==> config.mk <==
export PLATFORM = sky130hd
export DESIGN_NAME = inta_sequencer
export DESIGN_NICKNAME = d
export VERILOG_FILES = /design/src/rtl/inta_sequencer.sv
export SDC_FILE = /design/constraint.sdc
export NUM_CORES = 1
export LEC_CHECK = 0
export CAP_MARGIN = 10
export CORE_MARGIN = 4
export CORE_UTILIZATION = 46
export CTS_CLUSTER_DIAMETER = 200
export DETAILED_ROUTE_END_ITERATION = 16
export PLACE_DENSITY = 0.85
export SLEW_MARGIN = 20
export SYNTH_ARGS = -nofsm -noshare
export SYNTH_HDL_FRONTEND = slang
export SYNTH_SLANG_ARGS = --single-unit
==> constraint.sdc <==
create_clock -name clk -period 2.55 [get_ports clk]
set_input_delay 0.765 -clock clk [delete_from_list [all_inputs] [get_ports clk]]
set_output_delay 0.765 -clock clk [all_outputs]
set_load 0.01 [all_outputs]
==> src/rtl/inta_sequencer.sv <==
// 8259 interrupt-acknowledge sequencer: raises INT, tracks the two INTA pulses, strobes the ISR,
// drives or decodes the cascade bus and puts the vector byte on the data bus.
module inta_sequencer #(
  parameter bit SYNC_INTA = 1'b1
) (
  input  logic       clk,
  input  logic       reset,
  input  logic       int_req,
  input  logic [2:0] highest_priority_idx,
  input  logic [4:0] vector_base,
  input  logic       SNGL,
  input  logic       SP,
  input  logic [7:0] cascade_mask,
  input  logic [2:0] slave_id,
  input  logic       inta_n,
  input  logic [2:0] cas_in,
  output logic       INT,
  output logic       ack1,
  output logic       ack2,
  output logic [2:0] latched_idx,
  output logic       spurious,
  output logic [2:0] cas_out,
  output logic       cas_oe,
  output logic [7:0] data_out,
  output logic       data_oe
);

  typedef enum logic [2:0] {StIdle, StPending, StPulse1, StGap, StPulse2} state_e;

  logic inta_src;

  if (SYNC_INTA) begin : g_sync
    logic sync1_q, sync2_q;
    always_ff @(posedge clk) begin
      if (reset) begin
        sync1_q <= 1'b1;
        sync2_q <= 1'b1;
      end else begin
        sync1_q <= inta_n;
        sync2_q <= sync1_q;
      end
    end
    assign inta_src = sync2_q;
  end else begin : g_nosync
    assign inta_src = inta_n;
  end

  state_e     state_q, state_d;
  logic       inta_q, inta_prev_q;
  logic       block_q, block_d;
  logic       holdoff_q, holdoff_d;
  logic       ack_en_q, ack_en_d;
  logic       int_q, int_d;
  logic       ack1_q, ack1_d;
  logic       ack2_q, ack2_d;
  logic [2:0] idx_q, idx_d;
  logic       spur_q, spur_d;
  logic [2:0] cas_out_q, cas_out_d;
  logic       cas_oe_q, cas_oe_d;
  logic [7:0] data_out_q, data_out_d;
  logic       data_oe_q, data_oe_d;

  logic       fall, rise;
  logic       is_master, is_slave, responder;
  logic [2:0] idx_sel;

  // After reset, edges stay masked until INTA is seen high, so a pulse cut by reset is dropped.
  assign fall      = ~block_q & inta_prev_q & ~inta_q;
  assign rise      = ~block_q & ~inta_prev_q & inta_q;
  assign is_master = ~SNGL & SP;
  assign is_slave  = ~SNGL & ~SP;
  assign idx_sel   = int_req ? highest_priority_idx : 3'd7;
  assign responder = SNGL | (SP & ~cascade_mask[idx_q]) | (~SP & (cas_in == slave_id));

  always_comb begin
    state_d    = state_q;
    block_d    = block_q & ~inta_q;
    holdoff_d  = 1'b0;
    ack_en_d   = ack_en_q;
    int_d      = int_q;
    ack1_d     = 1'b0;
    ack2_d     = 1'b0;
    idx_d      = idx_q;
    spur_d     = spur_q;
    cas_out_d  = cas_out_q;
    cas_oe_d   = cas_oe_q;
    data_out_d = data_out_q;
    data_oe_d  = data_oe_q;
    unique case (state_q)
      StIdle: begin
        // One idle cycle after ack2 lets the ISR update the resolver before re-sampling.
        if (int_req && !holdoff_q) begin
          state_d = StPending;
          int_d   = 1'b1;
        end
      end
      StPending: begin
        if (fall) begin
          state_d  = StPulse1;
          int_d    = 1'b0;
          idx_d    = idx_sel;
          spur_d   = ~int_req;
          // A slave only learns whether it is addressed at the second pulse; its ack1 waits.
          ack_en_d = int_req & ~is_slave;
          ack1_d   = int_req & ~is_slave;
          if (is_master && cascade_mask[idx_sel]) begin
            cas_oe_d  = 1'b1;
            cas_out_d = idx_sel;
          end
        end
      end
      StPulse1: begin
        if (rise) state_d = StGap;
      end
      StGap: begin
        if (fall) begin
          state_d = StPulse2;
          if (responder) begin
            data_oe_d  = 1'b1;
            data_out_d = {vector_base, idx_q};
          end
          if (is_slave) begin
            ack_en_d = responder & ~spur_q;
            ack1_d   = responder & ~spur_q;
          end
        end
      end
      StPulse2: begin
        if (rise) begin
          state_d   = StIdle;
          data_oe_d = 1'b0;
          cas_oe_d  = 1'b0;
          ack2_d    = ack_en_q;
          ack_en_d  = 1'b0;
          spur_d    = 1'b0;
          holdoff_d = 1'b1;
        end
      end
      default: state_d = StIdle;
    endcase
  end

  always_ff @(posedge clk) begin
    if (reset) begin
      state_q     <= StIdle;
      inta_q      <= 1'b1;
      inta_prev_q <= 1'b1;
      block_q     <= 1'b1;
      holdoff_q   <= 1'b0;
      ack_en_q    <= 1'b0;
      int_q       <= 1'b0;
      ack1_q      <= 1'b0;
      ack2_q      <= 1'b0;
      idx_q       <= 3'd0;
      spur_q      <= 1'b0;
      cas_out_q   <= 3'd0;
      cas_oe_q    <= 1'b0;
      data_out_q  <= 8'd0;
      data_oe_q   <= 1'b0;
    end else begin
      state_q     <= state_d;
      inta_q      <= inta_src;
      inta_prev_q <= inta_q;
      block_q     <= block_d;
      holdoff_q   <= holdoff_d;
      ack_en_q    <= ack_en_d;
      int_q       <= int_d;
      ack1_q      <= ack1_d;
      ack2_q      <= ack2_d;
      idx_q       <= idx_d;
      spur_q      <= spur_d;
      cas_out_q   <= cas_out_d;
      cas_oe_q    <= cas_oe_d;
      data_out_q  <= data_out_d;
      data_oe_q   <= data_oe_d;
    end
  end

  assign INT         = int_q;
  assign ack1        = ack1_q;
  assign ack2        = ack2_q;
  assign latched_idx = idx_q;
  assign spurious    = spur_q;
  assign cas_out     = cas_out_q;
  assign cas_oe      = cas_oe_q;
  assign data_out    = data_out_q;
  assign data_oe     = data_oe_q;

endmodule

# ---- Word-level counts from Yosys, hierarchy flattened
# Index checks and enable logic that the tools add are counted.
dict set report word_totals {
  register_bits 30
  word_cells 107
}
dict set report classes {
  n_lt_le_gt_ge 2
  eq_ne 13
  mux 32
  n_bitwise 24
  reduce_logical 19
}
# operator count
set ops {}
lappend ops {{$mux W3} 6}
lappend ops {{$mux W1} 17}
lappend ops {{$ne A2 B2 Y1 const B} 8}
lappend ops {{$pmux W3 S5} 1}
lappend ops {{$reduce_and A3 Y1} 4}
lappend ops {{$and A1 B1 Y1} 11}
lappend ops {{$not A1 Y1} 11}
lappend ops {{$pmux W1 S2} 5}
lappend ops {{$reduce_and A5 Y1} 2}
lappend ops {{$lt A3 B4 Y1 const B} 2}
lappend ops {{$reduce_and A4 Y1} 2}
lappend ops {{$bmux W1 S3} 2}
lappend ops {{$eq A3 B2 Y1 const B} 2}
lappend ops {{$reduce_bool A2 Y1} 3}
lappend ops {{$eq A3 B1 Y1 const B} 1}
lappend ops {{$eq A3 B3 Y1} 1}
lappend ops {{$eq A3 B3 Y1 const B} 1}
lappend ops {{$logic_not A3 Y1} 1}
lappend ops {{$pmux W1 S3} 1}
lappend ops {{$reduce_bool A3 Y1} 1}
lappend ops {{$reduce_or A3 Y1} 1}
lappend ops {{$logic_and A1 B1 Y1} 2}
lappend ops {{$or A1 B1 Y1} 2}
lappend ops {{$reduce_and A2 Y1} 1}
lappend ops {{other kinds (2)} 2}

# ---- Depth between registers and ports, before layout
dict set report depth {
  depth_word 10
  depth_mapped 7
}

# ---- Worst setup path after synthesis
# Ideal clock, no wire load.
dict set report synth_path {
  path_kind {input port to flip-flop}
  startpoint {input port highest_priority_idx[0]}
  endpoint {register cas_out_q[0], in the netlist cas_out[0]}
  t_arrival_ns 2.027
  path_slack_ns 0.396
  path_stages 6
  path_buffers 1
  path_cell_list {clkbuf_1 -> mux2_2 -> o31a_1 -> o2111ai_1 -> mux2i_1 -> nor2_1}
}
dict set report synth_between {
  elab_chain_len 5
}
# item line_no
set synth_rtl {}
lappend synth_rtl {{start, declared} 9} ;# input logic [2:0] highest_priority_idx,
lappend synth_rtl {{$mux W3 (*)} 72} ;# assign idx_sel = int_req ? highest_priority_idx : 3'd7;
lappend synth_rtl {{$bmux W1 S3} 106} ;# if (is_master && cascade_mask[idx_sel]) begin
lappend synth_rtl {{$mux W1 (not written as such)} 106}
lappend synth_rtl {{$logic_and A1 B1 Y1} 106}
lappend synth_rtl {{$reduce_and A3 Y1 (no source line)} -}
lappend synth_rtl {{end signal, assigned} 172} ;# cas_out_q <= cas_out_d;
lappend synth_rtl {{end, declared} 58} ;# logic [2:0] cas_out_q, cas_out_d;
# Every way passes the cells marked *; elsewhere a longest branch is shown, timed or not. The select of a mux whose other input is x is not followed.
# A chain may end at the register's enable or synchronous reset.

# ---- Final worst setup path
dict set report layout_path {
  startpoint {input port cascade_mask[6]}
  endpoint {register data_out_q[1], in the netlist data_out[1]}
}
dict set report layout_between {
  elab_chain_len 7
}
# item line_no
set layout_rtl {}
lappend layout_rtl {{start, declared} 13} ;# input logic [7:0] cascade_mask,
lappend layout_rtl {{$bmux W1 S3} 73} ;# assign responder = SNGL | (SP & ~cascade_mask[idx_q]) | (~SP & (cas_in == slave_id));
lappend layout_rtl {{$mux W1 (not written as such)} 73}
lappend layout_rtl {{$not A1 Y1} 73}
lappend layout_rtl {{$and A1 B1 Y1} 73}
lappend layout_rtl {{$or A1 B1 Y1 (2 in a row)} 73}
lappend layout_rtl {{$reduce_and A3 Y1 (no source line)} -}
lappend layout_rtl {{end signal, assigned} 174} ;# data_out_q <= data_out_d;
lappend layout_rtl {{end, declared} 60} ;# logic [7:0] data_out_q, data_out_d;
# Every way passes these cells. The select of a mux whose other input is x is not followed.

==> flow_metrics.tcl <==
set metrics [dict create \
    fillers 264 \
    cp_slowest_cell "clkdlybuf4s50_1" \
    worstPathRequired_ns 2.81 \
    synth_area_leader_cell "dfxtp_1" \
    ir_drop_uv 334.7 \
    tritoncts "yes" \
    core-area_um2 3103 \
    grt_pass1_wl_um 5934 \
    synth_fp_nets 194 \
    finalNonFillerCells 262 \
    synthDistinctLibCells 48 \
    fp.dieW_um 65.58 \
    crit_type "in2reg" \
    grt_overflow_total 0 \
    clkSlewWorstSetupHoldPaths_ns 0.10 \
    drive_gt1_frac 0.1055 \
    cp-start-kind "primary input" \
    rsz0062_at_grt "no" \
    async_reset_ff_frac 0 \
    cts_buffers 5 \
    setup_violations 0 \
    grt_max_degree 37 \
    routabilityCongestion 0.8435 \
    synth_area_um2 1525 \
    cts_resized 0 \
    max_freq_mhz 422.2 \
    crit_chain "clkdlybuf4s50_1 > mux2_1 > nor3b_1 > nor4_1 > a221oi_1 > buf_4 > mux2i_1" \
    fin_skew_ns 0.01257 \
    synth_top_area_share 0.3938 \
    grt_antenna_before_repair 0 \
    grtUsageTotal 0.1785 \
    clock_latency_ns 0.33 \
    slew_violations 0 \
    cp.arrival_ns 2.63 \
    drtIter0Drc 60 \
    drtAntennaViolNets 0 \
    io-pin-count 48 \
    p_leak_uw 0.0007514 \
    route.vias.total 1350 \
    crit_fanout 9 \
    synth.yosys.seq_area_share 0.3938 \
    min_path_type "reg2reg" \
    synth_warnings 0 \
    final_util 0.6802 \
    cp-end-kind "register" \
    finalCriticalPeriod_ns 2.369 \
    drc 0 \
    fin_crit_sh 0.9289 \
    ctsHoldBuffers 0 \
    die_h_um 65.58 \
    cts_sinks 30 \
    maxCapViolCount 0 \
    final_hold_viol_count 0 \
    dr.pass1.iters 4 \
    avgSynthCellArea_um2 9.188 \
    placed_area_um2 2047 \
    wl_per_cell_um 13.84 \
    synth_edf_count 0 \
    die-area_um2 4301 \
    tightest_slew_ns 0.7263 \
    slowest_delay_ns 0.43 \
    n_antenna_cell 0 \
    outcome "complete, no violations" \
    rows 20 \
    fin_setup_tns_ns 0 \
    seqCellArea_um2 600.6 \
    grt_pass1_vias 1293 \
    start_util 0.4915 \
    synthesis.instances 166 \
    synth-main-ff-cell "dfxtp_1" \
    finalWirelength_um 3627 \
    io_buffers 47 \
    fin_area_um2 2111 \
    relSlewSlack 0.5148 \
    clockBufferDepth 2 \
    ys_top_cells_by_count "dfxtp_1 (30), nand2b_1 (19), mux2i_1 (15)" \
    ys_seq_elements 30 \
    multi_input_area_um2 872.1 \
    num-nets-final 245 \
    clock-root-buffer "clkbuf_4" \
    synth_most_common_cell "dfxtp_1" \
    power.density_nw_per_um2 431.5 \
    synth.area.top_cells "dfxtp_1 (39%), mux2i_1 (9.8%), nand2b_1 (7.8%), nor2_1 (3.2%), a21oi_1 (2.3%)" \
    post_cts_buffers 0 \
    post-dp-hpwl_um 2840 \
    placedCellCount 254 \
    syn2layout_area_growth_pct 38.39 \
    vias_per_cell 5.153 \
    htreeDepth 2 \
]
## power by group
group	switching, µW	leakage (µW)	internal, µW
sequential	7.65	0.000243	476
clock	169	0.0000343	132
combinational	50.1	0.000474	75.6
total	227	0.000751	684
## worst max-delay path: cells and delay by family
kind | cells | cell delay [ns]
compound gates | 1 | 0.29
simple gates | 2 | 0.36
mux | 2 | 0.54
buf+inv | 2 | 0.68
## metrics by stage
stage / power, µW / setup WS, ns / hold WS [ns]
after floorplan: 554.1 / 0.3957 / 0.3895
after global placement: 616.2 / -0.1121 / 0.4006
after detailed placement: 619.9 / -0.1711 / 0.3947
after CTS: 921.3 / 0.1793 / 0.4190
after global routing: 956.4 / 0.05785 / 0.4264
final: 910.7 / 0.1814 / 0.4159
## cell type report
type	count	area share
inverters	3	0.005335
well taps	44	0.02608
flip-flops and latches	30	0.2845
clock inverters	2	0.005928
multi-input cells	125	0.4132
repair buffers	52	0.2407
clock buffers	6	0.02430
## cells in the final DEF (no fill, tap or decap), types with 4 or more instances in the layout
cell type	instances
clkdlybuf4s50_1	47
dfxtp_1	30
nand2b_1	19
mux2i_1	15
nor2_1	13
nand2_1	8
a21oi_1	7
clkbuf_4	5
buf_4	5
nor2b_1	4
nor3_1	4
nor3b_1	4
or2_2	4
## kinds of logic after synthesis
| family | after synthesis | share of synthesized area |
|---|---|---|
| muxes | 18 | 0.1230 |
| xor gates and xnor gates | 4 | 0.02297 |
| AOI/OAI and AO/OA | 29 | 0.1378 |
| and+or+nand+nor | 74 | 0.2879 |
| DFF | 30 | 0.3938 |
| buffers and inverters | 11 | 0.03445 |
## registers in the layout (all words and copies together), names as in the netlist, 3 cells and up
signal       count
cas_out          3
data_out         8
latched_idx      3
state_q          3
## path summary, 6_finish.rpt
kind	startpoint	endpoint	slack, ns	depth (start not counted)
max	cascade_mask[6]	data_out[1]$_SDFFE_PP0P_	0.18	7
max reg2reg	latched_idx[1]$_SDFFE_PP0P_	data_out[1]$_SDFFE_PP0P_	0.43	6
min	g_sync.sync1_q$_SDFF_PP1_	g_sync.sync2_q$_SDFF_PP1_	0.42	1
min reg2reg	g_sync.sync1_q$_SDFF_PP1_	g_sync.sync2_q$_SDFF_PP1_	0.42	1
## layer usage
metal | vias up | GRT usage | part of all wire
met5 | - | 0 | 0
met4 | 0 | 0.05699 | 0.012
met3 | 7 | 0.05812 | 0.058
met2 | 39 | 0.3173 | 0.53
met1 | 610 | 0.1998 | 0.40
li1 | 694 | - | -
(Power assumes the default switching activity.)
